## src/rtl/exc_sequencer.sv

```systemverilog
// rtl/exc_sequencer.sv - exception entry/return sequencer: EPC save, vector fetch, PC load.
// Optional build macro EXC_PENDING_EN: latch requests that rise while busy and service them afterwards.
module exc_sequencer #(
  parameter int NUM_EXC  = 3,
  parameter int ADDR_W   = 32,
  parameter int VEC_BASE = 253,
  parameter int MEM_LAT  = 1
) (
  input  logic               clk,
  input  logic               reset,
  input  logic [NUM_EXC-1:0] exc_req,
  input  logic               rte,
  input  logic [ADDR_W-1:0]  pc_in,
  input  logic [7:0]         mem_rdata,
  output logic               busy,
  output logic               exc_ack,
  output logic [2:0]         cause_out,
  output logic [ADDR_W-1:0]  epc_out,
  output logic               epc_write,
  output logic [ADDR_W-1:0]  mem_addr,
  output logic               mem_read,
  output logic [ADDR_W-1:0]  pc_out,
  output logic               pc_write
);

  localparam int CNT_W = (MEM_LAT > 1) ? $clog2(MEM_LAT) : 1;

  typedef enum logic [2:0] {
    IDLE,
    SAVE,
    READ,
    LOAD,
    DONE,
    RET
  } state_t;

  state_t             state_q, state_d;
  logic [2:0]         cause_q;
  logic [ADDR_W-1:0]  epc_q;
  logic [CNT_W-1:0]   cnt_q;
  logic [NUM_EXC-1:0] req_vec;
  logic               any_req;
  logic [2:0]         sel_idx;
  logic [ADDR_W-1:0]  vec_addr;

`ifdef EXC_PENDING_EN
  logic [NUM_EXC-1:0] pending_q, pending_d, exc_req_q;

  assign req_vec = pending_q | exc_req;

  // Only rising edges while busy are remembered, so a source still holding
  // the request being serviced does not get serviced twice.
  always_comb begin
    pending_d = pending_q | (exc_req & ~exc_req_q & {NUM_EXC{busy}});
    if (state_q == IDLE && any_req) begin
      pending_d = pending_d & ~(NUM_EXC'(1) << sel_idx);
    end
  end

  always_ff @(posedge clk) begin
    if (!reset) begin
      pending_q <= '0;
      exc_req_q <= '0;
    end else begin
      pending_q <= pending_d;
      exc_req_q <= exc_req;
    end
  end
`else
  assign req_vec = exc_req;
`endif

  // Lowest set index wins.
  always_comb begin
    any_req = 1'b0;
    sel_idx = '0;
    for (int i = NUM_EXC - 1; i >= 0; i--) begin
      if (req_vec[i]) begin
        any_req = 1'b1;
        sel_idx = 3'(i);
      end
    end
  end

  assign vec_addr  = ADDR_W'(VEC_BASE) + ADDR_W'(cause_q);
  assign cause_out = cause_q;
  assign epc_out   = epc_q;

  always_comb begin
    state_d   = state_q;
    busy      = 1'b1;
    epc_write = 1'b0;
    mem_read  = 1'b0;
    pc_write  = 1'b0;
    exc_ack   = 1'b0;
    mem_addr  = '0;
    pc_out    = '0;
    case (state_q)
      IDLE: begin
        busy = 1'b0;
        if (any_req) begin
          state_d = SAVE;
        end else if (rte) begin
          state_d = RET;
        end
      end
      SAVE: begin
        epc_write = 1'b1;
        state_d   = READ;
      end
      READ: begin
        mem_read = 1'b1;
        mem_addr = vec_addr;
        if (cnt_q == '0) begin
          state_d = LOAD;
        end
      end
      LOAD: begin
        mem_addr = vec_addr;
        pc_out   = ADDR_W'(mem_rdata);
        pc_write = 1'b1;
        state_d  = DONE;
      end
      DONE: begin
        exc_ack = 1'b1;
        state_d = IDLE;
      end
      RET: begin
        pc_out   = epc_q;
        pc_write = 1'b1;
        state_d  = IDLE;
      end
      default: begin
        state_d = IDLE;
      end
    endcase
  end

  always_ff @(posedge clk) begin
    if (!reset) begin
      state_q <= IDLE;
      cause_q <= '0;
      epc_q   <= '0;
      cnt_q   <= '0;
    end else begin
      state_q <= state_d;
      if (state_q == IDLE && any_req) begin
        cause_q <= sel_idx;
      end
      if (state_q == SAVE) begin
        epc_q <= pc_in - ADDR_W'(4);
        cnt_q <= CNT_W'(MEM_LAT - 1);
      end else if (state_q == READ && cnt_q != '0) begin
        cnt_q <= cnt_q - CNT_W'(1);
      end
    end
  end

endmodule

```

## config.mk

```make
export PLATFORM = sky130hd
export DESIGN_NAME = exc_sequencer
export DESIGN_NICKNAME = d
export VERILOG_FILES = /design/src/rtl/exc_sequencer.sv
export SDC_FILE = /design/constraint.sdc
export NUM_CORES = 1
export LEC_CHECK = 0
export BUFFER_PORTS_ARGS = -buffer_cell sky130_fd_sc_hd__buf_2
export CAP_MARGIN = 0
export CORE_MARGIN = 1
export CORE_UTILIZATION = 43
export DETAILED_ROUTE_END_ITERATION = 10
export PLACE_DENSITY = 0.8
export SKIP_LAST_GASP = 1
export SYNTH_ARGS = -nofsm -noshare
export SYNTH_HDL_FRONTEND = slang
export SYNTH_SLANG_ARGS = --single-unit
```

## constraint.sdc

```tcl
create_clock -name clk -period 2.75 [get_ports clk]
set_clock_uncertainty 0.1 [all_clocks]
set_input_delay 0.6875 -clock clk [delete_from_list [all_inputs] [get_ports clk]]
set_output_delay 0.6875 -clock clk [all_outputs]
set_load 0.05 [all_outputs]
```

## Yosys cells after proc, flatten, opt, wreduce, memory -nomap -nowiden

Index checks and enable logic that the tools add are counted.

- $add $sub $neg: 3
- Eq/ne operators: 7
- Mux-type cells: 17
- Bitwise gates (word level): 1
- Reduce and logical (&&, ||, !) cells: 7

Operator list:

| cell | count |
|---|---|
| 32-bit one-hot mux with 2 select lines | 1 |
| 32-bit by 3-bit subtractor with 32-bit output, second input constant | 1 |
| 3-bit 2-to-1 mux | 5 |
| 3-bit one-hot mux with 4 select lines | 1 |
| 8-bit by 3-bit adder with 9-bit output, first input constant | 1 |
| 9-bit 2-to-1 mux | 1 |
| 1-bit 2-to-1 mux | 8 |
| 3-bit by 2-bit == test with 1-bit output, second input constant | 2 |
| 3-bit == test, second input constant | 2 |
| 2-bit OR reduction | 3 |
| 3-bit by 1-bit == test with 1-bit output, second input constant | 1 |
| 3-bit zero test | 1 |
| 3-bit inequality test, second input constant | 1 |
| 1-bit logical AND | 2 |
| 2-bit 2-to-1 mux | 1 |
| 2-bit inequality test, second input constant | 1 |
| 2-bit AND reduction | 1 |
| 1-bit inverter | 1 |
| 1-bit subtractor, second input constant | 1 |

- Register bits: 39
- Output and inout port bits: 104

## Longest topological paths before layout

- Depth in word-level cells: 5
- Gate-level depth with buffers: 7

## Worst setup path after synthesis

No wires, ideal clock.

- Kind: reg2out
- Start point: register cause_q[0], in the netlist cause_out[0]
- End point: output port mem_addr[3]
- Arrival time: 1.929 ns
- Slack: 0.033 ns
- Cell stages (with the launch flop): 4
- Path through: dfxtp_1 ha_1 nor2_1 buf_4

- Cells in the longest elaborated chain, start to end: 2

Ends and longest elaborated chain:

| element | RTL line | source |
|---|---|---|
| start, declared | 38 | `logic [2:0] cause_q;` |
| start signal, assigned | 148 | `cause_q <= sel_idx;` |
| 8-bit by 3-bit adder with 9-bit output | 85 | `assign vec_addr = ADDR_W'(VEC_BASE) + ADDR_W'(cause_q);` |
| 9-bit 2-to-1 mux | 98 | `case (state_q)` |
| end, declared | 20 | `output logic [ADDR_W-1:0] mem_addr,` |

No other way between the ends.

## Final worst setup path

- Start point: register state_q[1]
- End point: output port pc_out[1]

- Cells in the longest elaborated chain, start to end: 2
- Elaborated cells between the ends (all ways): 3
- Classes of those cells: 2 x eq/ne; 1 x mux

Ends and longest elaborated chain:

| element | RTL line | source |
|---|---|---|
| start, declared | 37 | `state_t state_q, state_d;` |
| start signal, assigned | 146 | `state_q <= state_d;` |
| 3-bit == test / 3-bit by 2-bit == test with 1-bit output (equally long branches) | 98 |  |
| 32-bit one-hot mux with 2 select lines * | 98 |  |
| end, declared | 22 | `output logic [ADDR_W-1:0] pc_out,` |

Every way passes the cells marked *; elsewhere a longest branch is shown, timed or not.

==> results.cfg <==
[critical_path]
crit_path_cell_trace = nor2b_1, buf_4, a22oi_1, nor2b_1, buf_2
start_kind = register
slowest_delay_ns = 0.55
cp_slowest_cell = dfxtp_1
critPathArrivalTime_ns = 1.74
critPathRequiredTime_ns = 1.96
crit_type = reg -> out
r2r_cells = 5
ff2ff_setup_slack_ns = 0.84
cp_max_fo = 11
path_common_cell = nor2b_1
critPathBufInv = 2
cp-end-kind = output port
critPathTopFamily = flip-flops
worstSetupPathDepth = 5

[synth]
synth_top_cell_by_area = dfxtp_1
syn_inst = 309
synth-seq-cells = 38
synth_edf_count = 0
ys_async_sr_fraction_pct = 0
synth.avg_cell_area_um2 = 7.908
yosysSeqAreaShare_pct = 31.13
synth.top_cell.area_share_pct = 31.13
ys_warn_count = 0
yosysUniqueCellTypes = 38
yosysMostFrequentCell = dfxtp_1
synth_commonest_cells = dfxtp_1 (38), nor2_1 (30), buf_4 (29)
syn-cell-area_um2 = 2444
synth_area_leaders = dfxtp_1 (31%), buf_4 (8.9%), xnor2_1 (7.5%)
synthFlopType = dfxtp_1

[sta]
setup_viol = 0
min_period_ns = 2.524
maxSlewViolCount = 0
relSlewSlack_pct = 62.74
fmax_mhz = 396.2
worst_pin_slew_ns = 0.5588
fin_ws_ns = 0.2259
rsz0062_at_grt = false
hold_violations = 0
fin_crit_sh_pct = 91.79
tns_ns = 0

[placed_design]
placed_area_um2 = 3024
place_congestion = 0.8017
dpl.hpwl_mm = 4.745
numPlacedInstances = 489
dp_slack_ns = 0.03098
place.port_buffers = 125

[routing]
wire_per_inst_um = 12.82
routed_wirelength_mm = 6.374
met1_length_mm = 2.935
drt_iter0_drc = 77
drc_errors = 0
top_layer = met4
vias = 2468
met2WireLength_mm = 3.006
via_per_inst = 4.966
dr.pass1.iters = 6
met3_length_um = 395
antenna_left = 0

[cells_and_area]
fin_area_um2 = 3115
drive_above_1_share_pct = 34.82
n_fill_cell = 530
fin_nets = 472
area_delta_synth_final_pct = 27.50
instances_no_fill = 497
antenna_cells = 0

[hold_path]
whs_path_depth = 2
hp-class = reg -> reg

[floorplanning]
die_area_um2 = 5988
io_pins = 150
num_rows = 27
core_area_um2 = 5507
die_h_um = 77.39
start_util_pct = 44.38
die_x_um = 77.39

[clock_network]
cts_setup_buffers = 0
cts-htree-levels = 2
cts_tree = built
cts.sinks = 38
path_clk_slew_ns = 0.07
cts_resized = 0
cts_buffers = 5
ctsHoldBuffers = 0
root_buffer = clkbuf_8
clkLatencyLatePin_ns = 0.28
clk_path_buf_depth = 2

[global_route]
antenna_found_initial = 0
grt-ovfl-total = 0
grt_max_degree = 64
grt_pass1_vias = 2036
grtUsageTotal_pct = 21.00
grt_pass1_wl_mm = 9.984

[run]
maxCapViolations = 0

[power]
power_density_nw_per_um2 = 587.5
leakagePower_nw = 1.567
vdd_drop_max_v = 0.0002521

[outcome]
status = finished clean
==> sequential cells by signal, indices dropped and copies added (netlist names) <==
register	cells
epc_out	32
state_q	3
cause_out	2
cnt_q	1
==> metal layers <==
metal,vias to the layer above,global-route usage [%]
li1,1275,-
met5,-,0
met4,0,4.717
met3,4,5.176
met1,1096,27.03
met2,93,35.22
==> cells in the final DEF, fill, tap and decap left out, types with 3 or more instances in the layout <==
master | Yosys | routed
a311oi_1 | 3 | 3
conb_1 | 1 | 24
nor2_1 | 30 | 30
clkbuf_8 | 0 | 6
or4_1 | 3 | 3
xnor2_1 | 21 | 21
buf_2 | 0 | 125
dfxtp_1 | 38 | 38
and3_1 | 24 | 24
a22oi_1 | 8 | 8
nor2b_1 | 12 | 11
o21ai_0 | 25 | 25
nor3_1 | 12 | 12
nand2b_1 | 3 | 3
a211oi_1 | 8 | 8
nor4_1 | 8 | 8
inv_1 | 4 | 4
buf_4 | 29 | 8
nand2_1 | 10 | 10
xor2_1 | 3 | 3
a21oi_1 | 19 | 19
and2_1 | 3 | 3
or3_1 | 3 | 3
==> worst register-to-register path, stage by stage (launching register included) <==
cell      delay (ns)
dfxtp_1         0.33
buf_4           0.19
nor3b_2         0.30
buf_4           0.53
nor2_1          0.11
a311oi_1        0.27
==> power by group <==
group          total (mW)  internal [mW]  switching, mW
clock network       0.393          0.202          0.191
registers           0.668          0.617         0.0512
logic               0.770          0.177          0.593
total                1.83          0.996          0.834
==> area by class of cell <==
class	count	area (um2)	share of cell area [%]
Clock buffer	7	86.33	2.771
Clock inverter	1	5.005	0.1606
Inverter	4	15.01	0.4819
Multi-Input combinational cell	242	1473	47.27
Sequential cell	38	760.7	24.42
Tap cell	72	90.09	2.892
Timing Repair Buffer	133	685.7	22.01
==> cells by family (layout without fill, tap and decap cells) <==
logic type                 after synthesis  after routing  synth area share, %
DFF                                     38             38                31.13
muxes                                    2              2               0.8193
AOI/OAI and AO/OA                       68             68                16.49
other                                    1             24               0.1535
adders and majority gates                2              2                1.024
xor gates and xnor gates                24             24                8.602
buffers and inverters                   52            145                12.44
and+or+nand+nor                        122            122                29.34
==> stage by stage <==
stage	util [%]	total power, mW	hold WS, ns
after floorplan	-	1.299	0.3147
after global placement	54.92	1.438	0.3236
after detailed placement	54.92	1.449	0.3284
after CTS	56.58	1.846	0.3391
after global routing	56.58	1.938	0.3730
final	56.58	1.830	0.3371
==> worst paths after layout <==
kind                 end        from
max            pc_out[1]  state_q[1]
min                cnt_q       cnt_q
max reg2reg  epc_out[19]  state_q[0]
min reg2reg        cnt_q       cnt_q
(Power assumes the default switching activity.)
